$ cat config.mk
export PLATFORM = sky130hd
export DESIGN_NAME = clock_div_controller_flat
export DESIGN_NICKNAME = d
export VERILOG_FILES = /design/src/rtl/clock_div_controller_pkg.sv /design/src/rtl/clock_div_controller_if.sv /design/src/rtl/clock_div_controller_counter.sv /design/src/rtl/clock_div_controller.sv /design/src/flat_wrapper.sv
export SDC_FILE = /design/constraint.sdc
export NUM_CORES = 1
export LEC_CHECK = 0
export CORE_ASPECT_RATIO = 1.1
export CORE_MARGIN = 5
export CORE_UTILIZATION = 41
export DETAILED_ROUTE_END_ITERATION = 12
export HOLD_SLACK_MARGIN = 0.02
export PLACE_DENSITY = 0.6
export SLEW_MARGIN = 20
export SYNTH_ARGS = -nofsm -noshare
export SYNTH_HDL_FRONTEND = slang
export SYNTH_SLANG_ARGS = --single-unit
$ cat constraint.sdc
create_clock -name clock_in -period 4.1 [get_ports clock_in]
set_input_delay 1.025 -clock clock_in [delete_from_list [all_inputs] [get_ports clock_in]]
set_output_delay 1.025 -clock clock_in [all_outputs]
set_load 0.005 [all_outputs]
$ cat src/rtl/clock_div_controller_pkg.sv
// Shared types and defaults for the run/stop clock divider controller.
package clkdiv_pkg;

  typedef enum logic [1:0] {
    IDLE     = 2'd0,
    RUN      = 2'd1,
    STOPPING = 2'd2
  } state_t;

  localparam int CLKDIV_W       = 12;
  localparam int CLKDIV_DEFAULT = 4095;

endpackage

$ cat src/rtl/clock_div_controller_if.sv
// Divisor configuration handshake: requester offers cfg_div, controller accepts or flags zero.
interface clock_div_controller_if #(
  parameter int W = 12
) ();

  logic         cfg_valid;
  logic         cfg_ready;
  logic [W-1:0] cfg_div;
  logic         cfg_err;

  modport master (
    output cfg_valid,
    output cfg_div,
    input  cfg_ready,
    input  cfg_err
  );

  modport slave (
    input  cfg_valid,
    input  cfg_div,
    output cfg_ready,
    output cfg_err
  );

endinterface

$ cat src/rtl/clock_div_controller_counter.sv
// Half-period counter: wraps at div-1, toggles clock_out and pulses tick on the same edge.
module clkdiv_counter #(
  parameter int W = 12
) (
  input  logic         clock_in,
  input  logic         reset_n,
  input  logic         en,
  input  logic         clr,
  input  logic [W-1:0] div,
  output logic         tc,
  output logic         clock_out,
  output logic         tick
);

  logic [W-1:0] cnt;

  // >= rather than == so a smaller divisor can never strand the count above div-1
  assign tc = en & ~clr & (cnt >= (div - W'(1)));

  always_ff @(posedge clock_in or negedge reset_n) begin
    if (!reset_n) begin
      cnt       <= '0;
      clock_out <= 1'b0;
      tick      <= 1'b0;
    end else if (clr) begin
      cnt       <= '0;
      clock_out <= 1'b0;
      tick      <= 1'b0;
    end else if (tc) begin
      cnt       <= '0;
      clock_out <= ~clock_out;
      tick      <= 1'b1;
    end else if (en) begin
      cnt  <= cnt + W'(1);
      tick <= 1'b0;
    end else begin
      tick <= 1'b0;
    end
  end

endmodule

$ cat src/rtl/clock_div_controller.sv
// Run/stop and reconfiguration controller around the half-period divider.
// state    | meaning
// IDLE     | counter held at 0, clock_out parked low, divisor writes apply directly
// RUN      | dividing; divisor writes are held pending until the next terminal count
// STOPPING | stop seen while high; finishing the high phase before parking low
module clock_div_controller
  import clkdiv_pkg::*;
#(
  parameter int W           = CLKDIV_W,
  parameter int DIV_DEFAULT = CLKDIV_DEFAULT
) (
  input  logic                    clock_in,
  input  logic                    reset_n,
  clock_div_controller_if.slave   cfg,
  input  logic                    start,
  input  logic                    stop,
  output logic                    clock_out,
  output logic                    tick,
  output logic                    busy
);

  state_t       state;
  logic [W-1:0] active_div;
  logic [W-1:0] pending_div;
  logic         pending_vld;
  logic         cnt_en;
  logic         cnt_clr;
  logic         tc;
  logic         xfer;
  logic         xfer_zero;
  logic         to_idle;

  assign xfer      = cfg.cfg_valid & cfg.cfg_ready;
  assign xfer_zero = xfer & (cfg.cfg_div == '0);

  assign cnt_en  = (state != IDLE);
  assign cnt_clr = (state == IDLE) | ((state == RUN) & stop & ~clock_out);

  // A stop in RUN whose high phase ends on this very edge goes straight to IDLE
  assign to_idle = ((state == RUN) & stop & (~clock_out | tc)) |
                   ((state == STOPPING) & tc);

  clkdiv_counter #(.W(W)) u_counter (
    .clock_in  (clock_in),
    .reset_n   (reset_n),
    .en        (cnt_en),
    .clr       (cnt_clr),
    .div       (active_div),
    .tc        (tc),
    .clock_out (clock_out),
    .tick      (tick)
  );

  always_ff @(posedge clock_in or negedge reset_n) begin
    if (!reset_n) begin
      state         <= IDLE;
      busy          <= 1'b0;
      active_div    <= W'(DIV_DEFAULT);
      pending_div   <= '0;
      pending_vld   <= 1'b0;
      cfg.cfg_ready <= 1'b1;
      cfg.cfg_err   <= 1'b0;
    end else begin
      cfg.cfg_err <= xfer_zero;

      case (state)
        IDLE: begin
          if (start && !stop) begin
            state <= RUN;
            busy  <= 1'b1;
          end
        end
        RUN: begin
          if (to_idle) begin
            state <= IDLE;
            busy  <= 1'b0;
          end else if (stop) begin
            state <= STOPPING;
          end
        end
        STOPPING: begin
          if (to_idle) begin
            state <= IDLE;
            busy  <= 1'b0;
          end
        end
        default: begin
          state <= IDLE;
          busy  <= 1'b0;
        end
      endcase

      // Pending and a new transfer are exclusive: cfg_ready is low while pending_vld
      if (pending_vld && ((state == IDLE) || tc || to_idle)) begin
        active_div    <= pending_div;
        pending_vld   <= 1'b0;
        cfg.cfg_ready <= 1'b1;
      end else if (xfer && !xfer_zero) begin
        if (state == IDLE) begin
          active_div <= cfg.cfg_div;
        end else begin
          pending_div   <= cfg.cfg_div;
          pending_vld   <= 1'b1;
          cfg.cfg_ready <= 1'b0;
        end
      end
    end
  end

endmodule

$ cat src/flat_wrapper.sv
// flat-port wrapper written by rule: the top's interface ports become plain ports
module clock_div_controller_flat import clkdiv_pkg::*;
#(
  parameter int W           = CLKDIV_W,
  parameter int DIV_DEFAULT = CLKDIV_DEFAULT
)
  (clock_in, reset_n, start, stop, clock_out, tick, busy, cfg_cfg_valid, cfg_cfg_div, cfg_cfg_ready, cfg_cfg_err);
  clock_div_controller_if #(.W(W)) cfg_i ();
  input  logic clock_in;
  input  logic reset_n;
  input  logic start;
  input  logic stop;
  output logic clock_out;
  output logic tick;
  output logic busy;
  input wire logic [$bits(cfg_i.cfg_valid)-1:0] cfg_cfg_valid;
  input wire logic [$bits(cfg_i.cfg_div)-1:0] cfg_cfg_div;
  output wire logic [$bits(cfg_i.cfg_ready)-1:0] cfg_cfg_ready;
  output wire logic [$bits(cfg_i.cfg_err)-1:0] cfg_cfg_err;
  assign cfg_i.cfg_valid = cfg_cfg_valid;
  assign cfg_i.cfg_div = cfg_cfg_div;
  assign cfg_cfg_ready = cfg_i.cfg_ready;
  assign cfg_cfg_err = cfg_i.cfg_err;
  clock_div_controller #(.W(W), .DIV_DEFAULT(DIV_DEFAULT)) u_core (.clock_in(clock_in), .reset_n(reset_n), .cfg(cfg_i), .start(start), .stop(stop), .clock_out(clock_out), .tick(tick), .busy(busy));
endmodule
==> metrics.yaml, run 1 <==
logic_synthesis:
  syn_nets: 265
  synth_simple_gate_area_frac: 0.151
  synthMuxAreaShare: 0.196
  synth_seq_cells: 44
  synth_top_family_by_area: "multiplexers"
  yosysWarnings: 0
  ys_seq_area_frac: 0.417
  synth-compound-area-share: 0.0649
  synth-xor-area-share: 0.0654
  syn_inst: 231
  synth-main-ff-cell: "dfrtp_1"
  synth_area_sq_um: 2680
  syn-mean-instance-area_sq_um: 11.6
  synth_edf_count: 0
  async_reset_ff_frac: 1.00
  synth.distinct_cells: 41
  synth_fa_ha_area_frac: 0.0794
die:
  start_util: 0.414
  die_area_sq_um: 8250
  rows: 31
  die_w_microns: 87.1
  core_area_sq_um: 6480
  die_y_microns: 94.8
  pin_count: 22
clock_tree:
  hold_buffers: 0
  post-cts-setup-buffers: 0
  clk_pin_slew_ns: 0.09
  tritoncts: "yes"
  clockBufferDepth: 2
  cts_repair_resize_count: 0
  ctsHtreeMaxLevel: 2
  cts-buffers-inserted: 5
  insertion_delay_ns: 0.30
  clockRootBuffer: "clkbuf_8"
  cts_sinks: 44
global_routing:
  antenna_found_initial: 0
  grt.total_usage: 0.139
  overflow: 0
  grt_pass1_wl_mm: 8.89
  grt_max_degree: 45
  grt_pass1_vias: 1801
routing:
  wirelength_mm: 5.15
  wl_per_cell_microns: 15.1
  ant_nets: 0
  drt_iter0_markers: 127
  first_pass_iters: 4
  vias_per_cell: 5.13
  drcViolationCount: 0
  num_vias: 1743
worst_setup_path:
  worstPathRequired_ns: 4.33
  worstSetupPathType: "reg2reg"
  start_kind: "flip-flop"
  slowest_delay_ns: 0.59
  cp_slowest_cell: "a31oi_4"
  crit_path_frequent_cell: "nor4_1"
  path_cells: "nor4_1 -> nand2_1 -> nor4_1 -> xnor2_1 -> ha_1 -> nand4_2 -> nor3_1 -> nor4_4 -> a31oi_4 -> mux2_2"
  endpoint_kind: "flip-flop"
  path_max_fanout: 13
  critPathArrivalTime_ns: 3.65
placement:
  dp_hpwl_mm: 3.77
  port_buffers: 21
  gp_congestion: 0.746
  dp.cells: 332
timing:
  fin_crit_sh: 0.834
  worst_pin_slew_ns: 0.658
  period_needed_ns: 3.42
  finalMaxSlewViolations: 0
  slew_headroom: 0.561
  finalClockSkew_ns: 0.0109
  max_clock_freq_ghz: 0.292
  hold_violations: 0
  rsz0062_at_grt: "false"
  setup_viol: 0
  finalSetupTns_ns: 0
layout:
  mostFrequentLayoutCells: "31 x dfrtp_1, 29 x mux2_4, 26 x nor2_1"
  syn2layout_area_growth_pct: 15.3
  layout-drive-gt1-share: 0.264
  nNetsFinal: 291
  final_common_cell: "dfrtp_1"
  antenna-diode-count: 0
  stdcell_count: 340
run:
  cap_violations: 0
pwr:
  ir_worst_vdd_mv: 0.328
  power.leakage_nw: 1.35
  powerDensity_nw_per_um2: 687
min_path:
  min_path_type: "reg2reg"
status:
  outcome: "finished clean"
worst paths after layout:
kind / cells after the start / slack [ns] / from / to
max: 10 / 0.68 / u_core.active_div[5] / u_core.active_div[7]
max in group asynchronous: 1 / 3.00 / reset_n / u_core.active_div[1]
min in group asynchronous: 1 / 0.72 / reset_n / u_core.u_counter.cnt[7]
min: 2 / 0.51 / u_core.cfg.cfg_ready / u_core.cfg.cfg_ready
min reg2reg: 2 / 0.51 / u_core.cfg.cfg_ready / u_core.cfg.cfg_ready
max reg2reg: 10 / 0.68 / u_core.active_div[5] / u_core.active_div[7]
through the flow:
stage               hold slack, ns  utilization  worst slack (ns)  total power, mW  instance area (sq um)
floorplan                    0.467            -              1.15             1.57                   2680
global placement             0.487        0.458             0.752             1.76                   2960
detailed placement           0.490        0.458             0.694             1.78                   2960
CTS                          0.511        0.476             0.670             2.15                   3090
global route                 0.529        0.477             0.362             2.29                   3090
finish                       0.507        0.477             0.680             2.12                   3090
critical path, delay by kind of cell, from the launching register on:
family | cells | cell delay, ns
AND/OR/NAND/NOR | 6 | 1.50
XOR/XNOR | 1 | 0.13
flip-flops | 1 | 0.40
adder cells (fa/ha/maj) | 1 | 0.32
multiplexers | 1 | 0.41
AO/OA/AOI/OAI | 1 | 0.59
layout make-up:
| type | instances | area, sq um |
|---|---|---|
| tap | 82 | 103 |
| timing repair buffer | 23 | 223 |
| clock inverter | 2 | 38.8 |
| sequential | 44 | 1120 |
| multi-input combinational | 174 | 1490 |
| fill | 603 | 3390 |
| inverter | 9 | 33.8 |
| clock buffer | 6 | 82.6 |
synthesized netlist by cell type (2+ instances only):
library cell / number / area [sq um]
buf_6: 3 / 33.8
nand3_1: 8 / 40.0
inv_1: 9 / 33.8
nand3b_1: 2 / 15.0
dfrtp_1: 31 / 776
mux2_2: 7 / 78.8
nor3b_1: 2 / 15.0
nor4_1: 5 / 31.3
a31oi_1: 2 / 12.5
ha_1: 17 / 213
xnor2_1: 10 / 87.6
a21oi_1: 8 / 40.0
nand2_1: 12 / 45.0
xor2_1: 10 / 87.6
and3_1: 6 / 37.5
nor2_1: 26 / 97.6
mux2_4: 29 / 435
nor3_1: 7 / 35.0
dfstp_2: 13 / 342
o21ai_0: 3 / 15.0
cell families (layout without fill, tap and decap cells):
family / count (synthesis) / in the layout
simple gates: 77 / 77
compound gates: 23 / 23
fa+ha+maj: 17 / 17
xor+xnor: 20 / 20
buf+inv: 13 / 40
flops: 44 / 44
mux: 37 / 37
power breakdown:
part / internal, mW / switching (mW) / total [mW]
logic: 0.556 / 0.418 / 0.973
clock network: 0.199 / 0.156 / 0.355
registers: 0.646 / 0.147 / 0.792
metal layers:
layer / up-vias / routed length (microns) / GRT usage
li1: 878 / - / -
met1: 840 / 2410 / 0.183
met2: 21 / 2500 / 0.222
met3: 4 / 160 / 0.0288
met4: 0 / 76 / 0.0519
met5: - / 0 / 0
flip-flops by register name (all words and copies together) (netlist names):
signal                      count
u_core.active_div              12
u_core.busy                     1
u_core.cfg.cfg_err              1
u_core.cfg.cfg_ready            1
u_core.pending_div             12
u_core.pending_vld              1
u_core.state                    2
u_core.u_counter.clock_out      1
u_core.u_counter.cnt           12
u_core.u_counter.tick           1
Note: power is estimated with default switching activity, not from simulation.
==> inputs of run 2 (changes only) <==
PLACE_DENSITY = 0.62   (was 0.6)
clock period = 2.8 ns   (was 4.1 ns; I/O delays follow)
==> metrics.yaml, run 2 (synthesis gave the netlist of run 1 again) <==
status:
  outcome: "finished, violations left"
  violations: "negative setup slack"
worst_setup_path:
  cp_slowest_cell: "or4_4"
  path_cells: "or4_4 -> nor3_4 -> xnor2_1 -> ha_1 -> nand4_4 -> nor3_4 -> o31ai_4 -> a31oi_4 -> buf_12 -> mux2_4"
  slowest_delay_ns: 0.55
  critPathArrivalTime_ns: 3.14
  worstSetupPathType: "reg2reg"
  endpoint_kind: "flip-flop"
  worstPathRequired_ns: 2.99
  path_max_fanout: 6
  start_kind: "flip-flop"
  crit_path_frequent_cell: "nor3_4"
die:
  pin_count: 22
  start_util: 0.414
  rows: 31
  die_y_microns: 94.8
  die_area_sq_um: 8250
  core_area_sq_um: 6480
  die_w_microns: 87.1
timing:
  finalMaxSlewViolations: 0
  timing.hold.ws_ns: 0.462
  hold_violations: 0
  finalWorstSetupSlack_ns: -0.150
  rsz0062_at_grt: "true"
  period_needed_ns: 2.95
  finalClockSkew_ns: 0.00939
  worst_pin_slew_ns: 0.843
  setup_viol: 40
  slew_headroom: 0.437
  max_clock_freq_ghz: 0.339
  fin_crit_sh: 1.05
global_routing:
  grt_max_degree: 45
  grt_pass1_vias: 2013
  antenna_found_initial: 0
  grt_pass1_wl_mm: 9.58
  grt.total_usage: 0.148
  overflow: 0
clock_tree:
  hold_buffers: 0
  cts_sinks: 44
  cts-buffers-inserted: 5
  clockRootBuffer: "clkbuf_8"
  insertion_delay_ns: 0.31
  ctsHtreeMaxLevel: 2
  clockBufferDepth: 2
  tritoncts: "yes"
  clk_pin_slew_ns: 0.09
layout:
  syn2layout_area_growth_pct: 35.6
  stdcell_count: 381
  layout.filler_cells: 548
  largestRegisters: "u_core.active_div x12, u_core.pending_div x12, u_core.u_counter.cnt x12"
  layout-drive-gt1-share: 0.441
  antenna-diode-count: 0
  final_util: 0.561
  mostFrequentLayoutCells: "35 x buf_4, 34 x mux2_4, 31 x dfrtp_1"
  nNetsFinal: 332
  final_common_cell: "buf_4"
placement:
  dp_hpwl_mm: 3.94
  port_buffers: 21
  gp_congestion: 0.828
  dp.cells: 365
  dpl_worst_slack_ns: -0.271
pwr:
  power.leakage_nw: 1.63
  powerDensity_nw_per_um2: 999
  power_mw: 3.63
  ir_worst_vdd_mv: 0.516
min_path:
  min_path_type: "in2async"
routing:
  drcViolationCount: 0
  vias_per_cell: 5.04
  wirelength_mm: 5.66
  first_pass_iters: 4
  num_vias: 1920
  drt_iter0_markers: 59
  ant_nets: 0
  wl_per_cell_microns: 14.9
run:
  cap_violations: 0
-- run 2: worst paths after layout --
check,from,endpoint,slack [ns],depth (start not counted)
max in group asynchronous,reset_n,u_core.active_div[5],1.97,2
min in group clock_in,u_core.u_counter.cnt[0],u_core.u_counter.cnt[0],0.51,1
worst min-delay path,reset_n,u_core.pending_div[1],0.46,2
worst max-delay path,u_core.active_div[8],u_core.pending_div[6],-0.15,10
worst min register to register,u_core.u_counter.cnt[0],u_core.u_counter.cnt[0],0.51,1
worst max register to register,u_core.active_div[8],u_core.pending_div[6],-0.15,10
-- run 2: metrics by stage --
stage,setup TNS [ns],instance area (sq um)
after CTS,-2.92,3520
after detailed placement,-5.14,3260
final,-4.22,3630
after floorplan,-0.483,2700
after global placement,-4.62,3260
after global routing,-8.13,3630
-- run 2: worst max-delay path, delay by kind of cell, from the launching register on --
| family | cells | cell delay (ns) |
|---|---|---|
| AND/OR/NAND/NOR | 4 | 1.07 |
| AO/OA/AOI/OAI | 2 | 0.45 |
| flip-flops | 1 | 0.38 |
| adder cells (fa/ha/maj) | 1 | 0.35 |
| multiplexers | 1 | 0.30 |
| buffers and inverters | 1 | 0.18 |
| XOR/XNOR | 1 | 0.09 |
-- run 2: final cells by class --
class | count | area, sq um | share of cell area
clock inverters | 2 | 38.8 | 0.0107
repair buffers | 64 | 606 | 0.167
well taps | 82 | 103 | 0.0282
multi-input cells | 174 | 1650 | 0.455
inverters | 9 | 33.8 | 0.00930
clock buffers | 6 | 82.6 | 0.0227
flip-flops and latches | 44 | 1120 | 0.308
-- run 2: routing by layer --
metal / wire [microns] / vias up / global-route usage
li1: - / 962 / -
met1: 2600 / 925 / 0.192
met2: 2830 / 26 / 0.239
met3: 171 / 7 / 0.0323
met4: 59 / 0 / 0.0571
met5: 0 / - / 0
-- run 2: power by group --
group | total (mW) | switching [mW] | internal, mW
registers | 1.12 | 0.175 | 0.942
clock network | 0.525 | 0.233 | 0.292
logic | 1.99 | 0.832 | 1.16
-- run 2: timing repair --
action,in CTS,in global routing
gates cloned,2,1
setup endpoints to repair,38,43
resized for setup,17,20
pin swaps,6,4
setup buffers,4,1
